File: src/rtl/rs_latch_controller_pkg.sv
// Shared types and constants for the R-S latch bank controller.
// Imported by the arbiter and the controller top.
package rs_ctrl_pkg;

  typedef enum logic [1:0] {IDLE, PULSE, SETTLE, CHECK} state_t;
  typedef enum logic {OP_SET, OP_CLR} op_t;

  localparam int ERR_CNT_W = 8;
  localparam int CNT_W     = 16;

  function automatic logic [ERR_CNT_W-1:0] sat_inc(input logic [ERR_CNT_W-1:0] v);
    return (&v) ? v : v + ERR_CNT_W'(1);
  endfunction

endpackage

File: src/rtl/rs_rr_arbiter.sv
// Two-requester round-robin arbiter (set vs clear).
// The priority pointer flips after every grant.
module rs_rr_arbiter
  import rs_ctrl_pkg::*;
(
  input  logic       clk,
  input  logic       reset_n,
  input  logic       enable,
  input  logic       set_req,
  input  logic       clr_req,
  output logic [1:0] grant,
  output logic       grant_op
);

  op_t prio;

  always_comb begin
    grant = 2'b00;
    if (enable) begin
      if (set_req && (!clr_req || prio == OP_SET)) begin
        grant = 2'b01;
      end else if (clr_req) begin
        grant = 2'b10;
      end
    end
  end

  // OP_CLR is encoded as 1, so the clear grant bit doubles as the op.
  assign grant_op = grant[1];

  always_ff @(posedge clk) begin
    if (!reset_n) begin
      prio <= OP_SET;
    end else if (grant != 2'b00) begin
      prio <= (prio == OP_SET) ? OP_CLR : OP_SET;
    end
  end

endmodule

File: src/rtl/rs_latch_controller.sv
// Sequences timed S/R pulses into a bank of external R-S latches and
// verifies each latch's Q afterwards; never drives S and R together.
module rs_latch_controller
  import rs_ctrl_pkg::*;
#(
  parameter int N_LATCH       = 4,
  parameter int PULSE_CYCLES  = 2,
  parameter int SETTLE_CYCLES = 1,
  parameter int IDX_W         = (N_LATCH > 1) ? $clog2(N_LATCH) : 1
) (
  input  logic                 clk,
  input  logic                 reset_n,
  input  logic                 set_valid,
  input  logic [IDX_W-1:0]     set_idx,
  output logic                 set_ready,
  input  logic                 clr_valid,
  input  logic [IDX_W-1:0]     clr_idx,
  output logic                 clr_ready,
  output logic [N_LATCH-1:0]   latch_s,
  output logic [N_LATCH-1:0]   latch_r,
  input  logic [N_LATCH-1:0]   latch_q,
  output logic                 busy,
  output logic                 done,
  output logic                 err,
  output logic [ERR_CNT_W-1:0] err_cnt
);

  localparam logic [CNT_W-1:0] PULSE_LOAD  = CNT_W'(PULSE_CYCLES - 1);
  localparam logic [CNT_W-1:0] SETTLE_LOAD = CNT_W'((SETTLE_CYCLES > 0) ? SETTLE_CYCLES - 1 : 0);

  state_t             state, state_next;
  op_t                op_q, op_next, gop;
  logic [IDX_W-1:0]   idx_q, idx_next;
  logic [CNT_W-1:0]   cnt, cnt_next;
  logic               force_q, force_next;
  logic               done_next, err_next;
  logic [N_LATCH-1:0] s_next, r_next;
  logic [1:0]         grant;
  logic               grant_op;

  function automatic logic in_range(input logic [IDX_W-1:0] i);
    return 32'(i) < N_LATCH;
  endfunction

  function automatic logic q_at(input logic [N_LATCH-1:0] q, input logic [IDX_W-1:0] i);
    return in_range(i) ? q[i] : 1'b0;
  endfunction

  rs_rr_arbiter u_arb (
    .clk      (clk),
    .reset_n  (reset_n),
    .enable   (state == IDLE),
    .set_req  (set_valid),
    .clr_req  (clr_valid),
    .grant    (grant),
    .grant_op (grant_op)
  );

  assign gop       = op_t'(grant_op);
  assign set_ready = grant[0];
  assign clr_ready = grant[1];
  assign busy      = (state != IDLE);

  always_comb begin
    state_next = state;
    op_next    = op_q;
    idx_next   = idx_q;
    cnt_next   = cnt;
    force_next = force_q;
    done_next  = 1'b0;
    err_next   = 1'b0;
    s_next     = '0;
    r_next     = '0;

    unique case (state)
      IDLE: begin
        if (grant != 2'b00) begin
          op_next    = gop;
          idx_next   = (gop == OP_SET) ? set_idx : clr_idx;
          force_next = !in_range(idx_next);
          // Out-of-range and already-correct latches go straight to CHECK.
          if (force_next || (q_at(latch_q, idx_next) == (gop == OP_SET))) begin
            state_next = CHECK;
          end else begin
            state_next = PULSE;
            cnt_next   = PULSE_LOAD;
          end
        end
      end
      PULSE: begin
        if (cnt != '0) begin
          cnt_next = cnt - CNT_W'(1);
        end else if (SETTLE_CYCLES == 0) begin
          state_next = CHECK;
        end else begin
          state_next = SETTLE;
          cnt_next   = SETTLE_LOAD;
        end
      end
      SETTLE: begin
        if (cnt != '0) begin
          cnt_next = cnt - CNT_W'(1);
        end else begin
          state_next = CHECK;
        end
      end
      CHECK: begin
        state_next = IDLE;
        if (force_q || (q_at(latch_q, idx_q) != (op_q == OP_SET))) begin
          err_next = 1'b1;
        end else begin
          done_next = 1'b1;
        end
      end
    endcase

    // Pulse lines are registered, so they follow the state being entered.
    if (state_next == PULSE) begin
      if (op_next == OP_SET) begin
        s_next = N_LATCH'(1) << idx_next;
      end else begin
        r_next = N_LATCH'(1) << idx_next;
      end
    end
  end

  always_ff @(posedge clk) begin
    if (!reset_n) begin
      state   <= IDLE;
      op_q    <= OP_SET;
      idx_q   <= '0;
      cnt     <= '0;
      force_q <= 1'b0;
      latch_s <= '0;
      latch_r <= '0;
      done    <= 1'b0;
      err     <= 1'b0;
      err_cnt <= '0;
    end else begin
      state   <= state_next;
      op_q    <= op_next;
      idx_q   <= idx_next;
      cnt     <= cnt_next;
      force_q <= force_next;
      latch_s <= s_next;
      latch_r <= r_next;
      done    <= done_next;
      err     <= err_next;
      if (err_next) begin
        err_cnt <= sat_inc(err_cnt);
      end
    end
  end

endmodule

File: config.mk
export PLATFORM = sky130hd
export DESIGN_NAME = rs_latch_controller
export DESIGN_NICKNAME = d
export VERILOG_FILES = /design/src/rtl/rs_latch_controller_pkg.sv /design/src/rtl/rs_rr_arbiter.sv /design/src/rtl/rs_latch_controller.sv
export SDC_FILE = /design/constraint.sdc
export NUM_CORES = 1
export LEC_CHECK = 0
export ABC_AREA = 1
export BUFFER_PORTS_ARGS = -buffer_cell sky130_fd_sc_hd__buf_4
export CAP_MARGIN = 20
export CORE_MARGIN = 10
export CORE_UTILIZATION = 55
export CTS_CLUSTER_SIZE = 25
export DETAILED_ROUTE_END_ITERATION = 16
export PLACE_DENSITY = 0.85
export SYNTH_ARGS = -nofsm -noshare
export SYNTH_HDL_FRONTEND = slang
export SYNTH_SLANG_ARGS = --single-unit
File: constraint.sdc
create_clock -name clk -period 3.9 [get_ports clk]
set_input_delay 0 -clock clk [delete_from_list [all_inputs] [get_ports clk]]
set_output_delay 0 -clock clk [all_outputs]
set_load 0.01 [all_outputs]
==> results of run 1 <==
worst paths after layout:
check             slack (ns)    endpoint  cells past startpoint       start
setup / recovery        1.57     cnt[12]                     14    state[0]
hold / removal          0.06  err_cnt[5]                      3     reset_n
setup reg to reg        1.57     cnt[12]                     14    state[0]
hold reg to reg         0.48  u_arb.prio                      1  u_arb.prio
cells in the final DEF (no fill, tap or decap):
cell type,n
clkinvlp_4,1
xor2_1,5
xnor2_1,4
bufinv_16,1
ha_1,10
o21ai_2,1
a21oi_1,26
clkbuf_8,5
dfxtp_1,40
o21ai_0,11
a21oi_2,1
o21ai_1,1
buf_4,32
nand3_1,35
o21bai_1,3
clkinv_2,3
nor3_1,4
nor4_1,1
nand2_1,74
a21boi_0,1
o21a_1,1
nor2_1,51
a31oi_1,1
nand3_2,3
nand4_1,17
nand2_2,4
nand3b_1,2
nand2_4,3
inv_2,2
nor3_2,1
inv_1,41
nor3b_1,1
or2_2,2
registers in the layout (all words and copies together) (netlist names):
register and flops:
err_cnt 8, idx_q 2, cnt 16, u_arb.prio 1, state 2, done 1
op_q 1, latch_s 4, err 1, latch_r 4
cell families after synthesis:
kind of cell             Yosys count  share of synthesized area
AO/OA/AOI/OAI                     46                     0.1051
XOR/XNOR                           9                    0.03293
adder cells (fa/ha/maj)           10                    0.05227
buffers and inverters             54                    0.09461
flip-flops                        40                     0.3346
AND/OR/NAND/NOR                  198                     0.3806
report_power, final:
part           switching [mW]  total, mW  internal [mW]  leakage (nW)
Combinational           0.610      0.964          0.355         0.945
Clock                   0.152      0.342          0.189        0.0541
Sequential             0.0800      0.576          0.496         0.327
per-layer routing:
metal  vias up  track usage
li1       1221            -
met1      1029       0.1710
met2        66       0.2407
met3         8      0.05203
met4         0      0.05240
met5         -            0
through the flow:
stage	std cells	setup slack, ns	power (mW)	util	hold WS, ns
after floorplan	357	1.881	1.365	-	0.1160
after global placement	430	1.753	1.516	0.6418	0.3742
after detailed placement	430	1.651	1.537	0.6418	0.3795
after CTS	438	1.582	1.888	0.6689	0.05862
after global routing	438	1.311	2.070	0.6689	0.06989
final	438	1.567	1.882	0.6689	0.05936
tightest hold or removal path, stage by stage:
cell,delay [ns]
buf_4,0.19
nand2_1,0.09
nor2_1,0.03
final cells by class:
type	count	area (sq um)
Tap cell	50	62.56
Fill cell	369	1363
Sequential cell	40	800.8
Clock inverter	3	42.54
Inverter	45	171.4
Multi-Input combinational cell	263	1366
Timing Repair Buffer	32	240.2
Clock buffer	5	68.82
==> summary.md, run 1 <==
| Metric | Value |
|---|---|
| Vias | `2324` |
| Total grt overflow | `0` |
| Worst EP required | `4.10 ns` |
| TNS Setup | `0 ns` |
| MaxCap Viol Count | `0` |
| Avg Synthesized Cell Area | `approximately 6.7 sq um` |
| Status | `finished, final reports clean` |
| Crit path top cell by count | `nand2_1` |
| CP max FO | `16` |
| Slew @ Worst Pin | `0.8838 ns` |
| # diodes | `0` |
| Area grow syn2layout | `15.00%` |
| Slowest CP cell | `dfxtp_1` |
| Maximum VDD drop | `slightly above 400 uV` |
| Slew HR | `0.4101` |
| Commonest cells in the netlist | `74 x nand2_1, 51 x nor2_1, 41 x inv_1` |
| Synthesized area | `roughly 2400 sq um` |
| Met3 WL | `between 400 and 500 um` |
| Io pins | `33` |
| Final period utilization | `0.5983` |
| Clock-pin slew on the worst setup and hold paths | `0.08 ns` |
| Hold_buf cts | `0` |
| Largest cells by area after synthesis | `dfxtp_1 33%, nand2_1 12%, nor2_1 8.0%` |
| Detail Route met2 WL | `2502 um` |
| Post CTS Setup Buffer Count | `0` |
| CP Buf/Inv Count | `2` |
| Synthesized net count | `around 380` |
| WL per Instance | `roughly 12 um` |
| Nets@finish | `slightly above 400` |
| Post-DRT Antenna Nets | `0` |
| IO buf count | `32` |
| Unrepaired setup endpoints after global routing | `no` |
| Top-count cell post-synth | `nand2_1` |
| Layout cells sized above 1 | `0.1521` |
| Largest net degree at the start of global routing | `33` |
| CTS resizes | `0` |
| Clk sink count | `40` |
| Post-synth EDFFs | `0` |
| Yosys top cell area share | `0.3346` |
| Cell Area, Placed | `between 2000 and 3000 sq um` |
| Synth async-reset ratio | `0` |
| Placement row count | `23` |
| Number of global-route vias before repair | `2153` |
| Initial Utilization | `0.5816` |
| Die W | `about 86 um` |
| Worst setup SP type | `flop` |
| Detailed Place HPWL | `3853 um` |
| DRT Pass-1 Iters | `4` |
| Slew Viols, Final | `0` |
| Die ar. | `between 7000 and 8000 sq um` |
| Gr usage total | `0.1466` |
| Leak | `1.327 nW` |
| Delay-heaviest family, CP | `simple AND/OR/NAND/NOR gates` |
| Area leader, netlist | `dfxtp_1` |
| Hold WC Path Type | `primary input to flop` |
| Kind of critical path | `flop to flop` |
| Skew-Pair Late Insertion Delay | `roughly 0.3 ns` |
| Number of synthesized register bits | `40` |
| Root Buffer | `clkbuf_8` |
| CP Capture Type | `flop` |
| Final hold viol count | `0` |
| Top Layer Used | `met4` |
| CTS tree | `done` |
| Syn. warnings | `0` |
| Critical Path, Cell by Cell | `inv_1, ha_1, nand2_1, clkinv_2, nand2_4, nand2_1, o21ai_2, nand3_1, nand3_2, nand2_1, nand2_2, nand4_1, nand2_1, nor2_1` |
| Power Dens Cells | `683.7 nW/um^2` |
| First-iteration detailed-routing DRC count | `approximately 160` |
| WP data arrival | `2.53 ns` |
| Vias/cell | `5.306` |
| Final count of negative-setup-slack endpoints | `0` |
| Sequential area share after synthesis | `0.3346` |
| Die Ht | `around 86 um` |
| # DRC | `0` |
| Cts bufs inserted | `5` |
| CTS H-tree depth | `2` |
| Max incr delay on CP | `approximately 0.40 ns` |
| Tmin final | `around 2.3 ns` |
| Yosys cell types | `33` |
| Top FF cell, synth | `dfxtp_1` |
| Max frequency | `between 0.4 and 0.5 GHz` |
| Initial antenna violation count | `0` |
| First-pass GRT wire length | `approximately 9300 um` |
| M1 wire length | `around 2400 um` |
| Drt total wl | `around 5300 um` |
| Core ar. | `4115 sq um` |
| Setup Skew | `about 0.0071 ns` |
| Placer congestion estimate | `0.9037` |
| CTS Buffer Depth | `2` |
| Final non-filler cell area | `2753 sq um` |
| Cells after Synth | `between 300 and 400` |
Power figures use the tool's default switching activity.
==> run 2: changes to the inputs <==
--- a/config.mk
+++ b/config.mk
@@ -5,7 +5,7 @@
 export SDC_FILE = /design/constraint.sdc
 export NUM_CORES = 1
 export LEC_CHECK = 0
-export ABC_AREA = 1
+export ABC_AREA = 0
 export BUFFER_PORTS_ARGS = -buffer_cell sky130_fd_sc_hd__buf_4
 export CAP_MARGIN = 20
 export CORE_MARGIN = 10
==> constraint.sdc (replaced) <==
create_clock -name clk -period 2.19 [get_ports clk]
set_input_delay 0 -clock clk [delete_from_list [all_inputs] [get_ports clk]]
set_output_delay 0 -clock clk [all_outputs]
set_load 0.01 [all_outputs]
==> summary.md, run 2 <==
| Metric | Value |
|---|---|
| Status | `complete, but fails checks` |
| Violated checks | `negative setup slack` |
| Io pins | `33 (unchanged)` |
| Leak | `1.295 nW (-2.4%)` |
| Area grow syn2layout | `38.60%` |
| CP max FO | `6 (-10)` |
| Final period utilization | `1.100 (+0.5016)` |
| Top Layer Used | `met4` |
| CTS H-tree depth | `2 (unchanged)` |
| Largest cells by area after synthesis | `dfxtp_1 37%, ha_1 5.7%, nor2_1 5.7%` |
| Power consumption | `3.697 mW (+96%)` |
| Commonest cells in the netlist | `40 x dfxtp_1, 33 x nor2_1, 22 x nand2_1` |
| Maximum VDD drop | `733.9 uV (+79%)` |
| Layout cells sized above 1 | `0.3856 (+0.2335)` |
| Kind of critical path | `flop to flop` |
| Initial antenna violation count | `0 (unchanged)` |
| Yosys cell types | `51 (+55%)` |
| Final count of negative-setup-slack endpoints | `24 (+24)` |
| Total grt overflow | `0 (unchanged)` |
| Avg Synthesized Cell Area | `8.773 sq um (+31%)` |
| CP Buf/Inv Count | `1 (-1)` |
| Clock share of power | `0.153 (-0.029)` |
| Placement row count | `22 (-4.3%)` |
| Most common cell after layout, fill and taps aside | `buf_4` |
| Cells after Synth | `249 (-30%)` |
| Die ar. | `6893 sq um (-6.7%)` |
| Drt total wl | `6877 um (+29%)` |
| Largest regs | `cnt: 16 flops, err_cnt: 8 flops` |
| Synthesized area | `2185 sq um (-8.7%)` |
| Post-DRT Antenna Nets | `0 (unchanged)` |
| Area leader, netlist | `dfxtp_1` |
| Max frequency | `0.4152 GHz (-3.1%)` |
| Die W | `83.03 um (-3.4%)` |
| Skew-Pair Late Insertion Delay | `0.30 ns (about the same)` |
| Worst EP required | `2.36 ns (-1.74 ns)` |
| CP Capture Type | `flop` |
| Delay-heaviest family, CP | `simple AND/OR/NAND/NOR gates` |
| Clock-pin slew on the worst setup and hold paths | `0.08 ns (about the same)` |
| M1 wire length | `2784 um (+18%)` |
| Critical Path, Cell by Cell | `or4_4, or2_4, or3_4, o21ai_4, buf_6, a21oi_1, o311ai_1, o31ai_1` |
| Number of global-route vias before repair | `2227 (+3.4%)` |
| Core ar. | `3744 sq um (-9.0%)` |
| Slowest CP cell | `or4_4` |
| Synth async-reset ratio | `0 (unchanged)` |
| Vias/cell | `6.253 (+18%)` |
| Synthesized net count | `271 (-28%)` |
| Max incr delay on CP | `0.54 ns (+0.14 ns)` |
| Yosys top cell area share | `0.3666 (+0.03200)` |
| Slew @ Worst Pin | `0.7025 ns (-0.1813 ns)` |
| Sequential area share after synthesis | `0.3666 (+0.03200)` |
| Largest register by flop count | `cnt` |
| Clk sink count | `40 (unchanged)` |
| IO buf count | `32 (unchanged)` |
| WL per Instance | `18.74 um (+54%)` |
| WP data arrival | `2.58 ns (+0.05 ns)` |
| Post-synth EDFFs | `0 (unchanged)` |
| Final hold viol count | `0 (unchanged)` |
| Slew Viols, Final | `0 (unchanged)` |
| Post-route non-filler standard cell count | `367 (-16%)` |
| P_sw | `1.576 mW (+87%)` |
| Fin worst setup slack | `-0.2187 ns (-1.785 ns)` |
| First-pass GRT wire length | `10850 um (+17%)` |
| CTS tree | `done` |
| Power share of the combinational group | `0.600 (+0.088)` |
| Setup Skew | `0.005128 ns (-0.001942 ns)` |
| Met3 WL | `468 um (+15%)` |
| Top-count cell post-synth | `dfxtp_1` |
| First-iteration detailed-routing DRC count | `354 (+120%)` |
| # DRC | `0 (unchanged)` |
| Detailed Place HPWL | `4339 um (+13%)` |
| Nets@finish | `340 (-17%)` |
| # diodes | `0 (unchanged)` |
| Int Power | `2.121 mW (+100%)` |
| MaxCap Viol Count | `0 (unchanged)` |
| Cts bufs inserted | `5 (unchanged)` |
| Power Dens Cells | `1221 nW/um^2 (+79%)` |
| Tmin final | `2.409 ns (+0.07548 ns)` |
| CTS Buffer Depth | `2 (unchanged)` |
| Placer congestion estimate | `0.9368 (+3.7%)` |
| Power share of the sequential group | `0.247 (-0.059)` |
| Slew HR | `0.5285 (+0.1184)` |
| Worst setup SP type | `flop` |
| Largest net degree at the start of global routing | `21 (-36%)` |
| Max reg flops | `16 (unchanged)` |
| Initial Utilization | `0.5836 (+0.001920)` |
| Gr usage total | `0.1818 (+0.03523)` |
| Number of synthesized register bits | `40 (unchanged)` |
| Vias | `2295 (-1.2%)` |
| Cell Count Post-Placement | `355 (-17%)` |
| Hold WC Path Type | `primary input to flop` |
| Syn. warnings | `0 (unchanged)` |
| Layout fillers | `223 (-40%)` |
| Sw frac | `0.4263 (-0.02117)` |
| DRT Pass-1 Iters | `6 (+2)` |
| Detail Route met2 WL | `3380 um (+35%)` |
| Most frequent cells in the layout | `64 x buf_4, 34 x dfxtp_1, 29 x nor2_1, 21 x nand2_1, 10 x a21oi_1` |
| Top FF cell, synth | `dfxtp_1` |
| TNS Setup | `-2.439 ns (-2.439 ns)` |
| Die Ht | `83.03 um (-3.4%)` |
| Unrepaired setup endpoints after global routing | `yes` |
| Root Buffer | `clkbuf_8` |
## run 2: cell count changes in the layout (fill, tap and decap cells not counted), sizes merged, moves of 12 or more
cell	previous run	this run
nor2	51	33
buf	32	71
inv	43	11
nand2	81	22
o311ai	0	12
nand3	38	5
nand4	17	3
a21oi	27	12
## run 2: final timing paths
| kind | start | end | slack [ns] | depth (start not counted) |
|---|---|---|---|---|
| max | cnt[9] | cnt[4] | -0.22 | 8 |
| min | reset_n | cnt[0] | 0.09 | 2 |
| max reg2reg | cnt[9] | cnt[4] | -0.22 | 8 |
| min reg2reg | cnt[9] | cnt[9] | 0.49 | 2 |
## run 2: per-stage QoR
step                      instance area [sq um]  hold slack [ns]  setup slack, ns  utilization
after floorplan                            2238           0.1124          -0.1433            -
after global placement                     2730           0.3632          -0.1072       0.7293
after detailed placement                   2730           0.3682          -0.1480       0.7293
after CTS                                  2903          0.05392         -0.08665       0.7754
after global routing                       3028          0.08059          -0.2608       0.8088
final                                      3028          0.08735          -0.2187       0.8088
## run 2: what timing repair did
| action | in CTS | in global routing |
|---|---|---|
| endpoints found under the hold margin | 0 | 0 |
| buffers inserted | 1 | 1 |
| hold buffers | 0 | 0 |
| resized for setup | 14 | 27 |
| setup endpoints to repair | 24 | 27 |
| pin swaps | 5 | 10 |
| gates cloned | 1 | 1 |
## run 2: power by group through the flow
| stage | Combinational [mW] | Clock [mW] | Sequential (mW) |
|---|---|---|---|
| after global placement | 1.81 | 0 | 0.910 |
| after floorplan | 1.13 | 0 | 0.927 |
| final | 2.22 | 0.567 | 0.912 |
| after detailed placement | 1.84 | 0 | 0.915 |
| after global routing | 2.37 | 0.598 | 0.925 |
| after CTS | 1.94 | 0.570 | 0.900 |
## run 2: final cells by class
type	count	area [sq um]	share of cell area
multi-input cells	189	1448	0.4781
clock buffers	6	93.84	0.03099
clock inverters	2	12.51	0.004132
inverters	11	43.79	0.01446
flip-flops and latches	40	810.8	0.2678
well taps	48	60.06	0.01983
repair buffers	71	559.3	0.1847
## run 2: worst register-to-register path: stages, from the launching register on
cell	delay (ns)
dfxtp_2	0.33
or4_4	0.54
or2_4	0.27
or3_4	0.38
o21ai_4	0.17
buf_6	0.14
a21oi_1	0.05
o311ai_1	0.28
o31ai_1	0.13
## run 2: layer usage
metal,vias up,GRT usage
li1,1067,-
met1,1084,0.2237
met2,117,0.2961
met3,27,0.05078
met4,0,0.06000
met5,-,0
## run 2: logic make-up after synthesis
logic type / share of synthesized area
DFF: 0.3666
adders and majority gates: 0.05727
buffers and inverters: 0.04582
xor gates and xnor gates: 0.03608
muxes: 0.05498
AOI/OAI and AO/OA: 0.1988
and+or+nand+nor: 0.2406
==> run 3: changes to the inputs <==
==> constraint.sdc (replaced) <==
create_clock -name clk -period 2.85 [get_ports clk]
set_input_delay 0 -clock clk [delete_from_list [all_inputs] [get_ports clk]]
set_output_delay 0 -clock clk [all_outputs]
set_load 0.01 [all_outputs]
==> summary.md, run 3 (same netlist as run 2, synthesis figures left out) <==
| Metric | Value |
|---|---|
| Status | `finished, final reports clean` |
| Unrepaired setup endpoints after global routing | `no` |
| Final period utilization | `0.9429 (-0.1570)` |
| CP max FO | `12 (+6)` |
| IO buf count | `32 (unchanged)` |
| Top Usage Layer GRT | `met2` |
| CTS Buffer Depth | `2 (unchanged)` |
| Core ar. | `3744 sq um (unchanged)` |
| CTS H-tree depth | `2 (unchanged)` |
| Worst setup SP type | `flop` |
| Area grow syn2layout | `17.70%` |
| Kind of critical path | `flop to flop` |
| Worst EP required | `3.02 ns (+0.66 ns)` |
| Cts bufs inserted | `5 (unchanged)` |
| Post-DRT Antenna Nets | `0 (unchanged)` |
| Die ar. | `6893 sq um (unchanged)` |
| Slew HR | `0.5965 (+0.06800)` |
| Most frequent cells in the layout | `40 x dfxtp_1, 38 x buf_4, 33 x nor2_1, 22 x nand2_1` |
| WP data arrival | `2.85 ns (+0.27 ns)` |
| Skew-Pair Late Insertion Delay | `0.31 ns (about the same)` |
| CP Capture Type | `flop` |
| Final hold viol count | `0 (unchanged)` |
| Vias/cell | `6.186 (-1.1%)` |
| Slowest CP cell | `or4_4` |
| Clk sink count | `40 (unchanged)` |
| Largest net degree at the start of global routing | `21 (unchanged)` |
| Largest regs | `cnt: 16 flops, err_cnt: 8 flops` |
| Detailed Place HPWL | `3853 um (-11%)` |
| GR Util met1 | `0.1948 (-0.02895)` |
| # DRC | `0 (unchanged)` |
| Clock-pin slew on the worst setup and hold paths | `0.09 ns (about the same)` |
| Post CTS Setup Buffer Count | `0 (-1)` |
| Vias | `2060 (-10%)` |
| Die Ht | `83.03 um (unchanged)` |
| Max incr delay on CP | `0.60 ns (+0.06 ns)` |
| TNS Setup | `0 ns (+2.439 ns)` |
| Layout cells sized above 1 | `0.2035 (-0.1821)` |
| # diodes | `0 (unchanged)` |
| Total grt overflow | `0 (unchanged)` |
| Critical Path, Cell by Cell | `or4_4, or2_1, or3_4, o21ai_4, nor2_1, o311ai_0, o21ai_0` |
| MaxCap Viol Count | `0 (unchanged)` |
| CTS tree | `done` |
| Max frequency | `0.3721 GHz (-10%)` |
| Hold WC Path Type | `primary input to flop` |
| Max reg flops | `16 (unchanged)` |
| Tmin final | `2.687 ns (+0.2785 ns)` |
| Placer congestion estimate | `0.9106 (-2.8%)` |
| Nets@finish | `306 (-10%)` |
| Slew @ Worst Pin | `0.5997 ns (-0.1028 ns)` |
| Power Dens Cells | `867.8 nW/um^2 (-29%)` |
| Largest register by flop count | `cnt` |
| Initial Utilization | `0.5836 (unchanged)` |
| WL per Instance | `15.75 um (-16%)` |
| Setup Skew | `0.007458 ns (+0.002330 ns)` |
| Root Buffer | `clkbuf_8` |
| Placement row count | `22 (unchanged)` |
| Final count of negative-setup-slack endpoints | `0 (-100%)` |
| Grt met3 use | `0.03516 (-0.01563)` |
| First-pass GRT wire length | `9066 um (-16%)` |
| Die W | `83.03 um (unchanged)` |
| Final core occ | `0.6868 (-0.1220)` |
| Met2 usage | `0.2263 (-0.06983)` |
| Number of global-route vias before repair | `1958 (-12%)` |
| First-iteration detailed-routing DRC count | `265 (-25%)` |
| Most common cell after layout, fill and taps aside | `dfxtp_1` |
| DRT Pass-1 Iters | `5 (-1)` |
| Hold_buf cts | `0 (unchanged)` |
| Gr usage total | `0.1493 (-0.03256)` |
| Drt total wl | `5244 um (-24%)` |
| Maximum VDD drop | `502.5 uV (-32%)` |
| Io pins | `33 (unchanged)` |
| Leak | `1.070 nW (-17%)` |
| Slew Viols, Final | `0 (unchanged)` |
| Initial antenna violation count | `0 (unchanged)` |
## run 3: cell types whose count changed in the layout (fill, tap and decap cells not counted), moves of 5 or more
cell / before / now
buf_6: 7 / 0
dfxtp_2: 5 / 0
o311ai_1: 8 / 0
buf_4: 64 / 38
o311ai_0: 0 / 12
dfxtp_1: 34 / 40
## run 3: worst paths after layout
kind / start / end / slack (ns) / depth (start not counted)
hold / removal: reset_n / cnt[0] / 0.03 / 2
setup / recovery: cnt[6] / cnt[5] / 0.16 / 7
hold reg to reg: err_cnt[1] / err_cnt[1] / 0.51 / 2
setup reg to reg: cnt[6] / cnt[5] / 0.16 / 7
## run 3: through the flow
step	hold WS, ns	instances	setup slack (ns)	total power [mW]	area, sq um
final	0.03040	333	0.1628	2.231	2571
after global routing	0.04697	333	0.08055	2.391	2571
after CTS	0.02716	333	0.06249	2.204	2564
after detailed placement	0.3561	325	0.1396	1.816	2471
after global placement	0.3563	325	0.2428	1.792	2471
after floorplan	0.1144	249	0.3251	1.504	2185
## run 3: layout make-up
type	instances	area, sq um
well taps	48	60.06
clock buffers	5	68.82
multi-input cells	188	1291
flip-flops and latches	40	800.8
repair buffers	38	285.3
fillers	291	1172
inverters	11	41.29
clock inverters	3	23.77
## run 3: what timing repair did
| item | in CTS | in global routing |
|---|---|---|
| endpoints found under the setup margin | 0 | 6 |
| endpoints found under the hold margin | 0 | 0 |
| gates resized for setup | 0 | 1 |
## run 3: worst max-delay path, delay by kind of cell, from the launching register on
family	cells	cell delay (ns)
AOI/OAI and AO/OA	3	0.80
DFF	1	0.37
and+or+nand+nor	4	1.38
## run 3: routing by layer
metal / up-vias / part of all wire
li1: 996 / -
met1: 960 / 0.44
met2: 93 / 0.48
met3: 11 / 0.063
met4: 0 / 0.018
met5: - / 0
## run 3: where the power goes
part           switching, mW  total (mW)  internal (mW)
clock                  0.217       0.390          0.173
combinational          0.691        1.14          0.452
sequential            0.0640       0.698          0.634
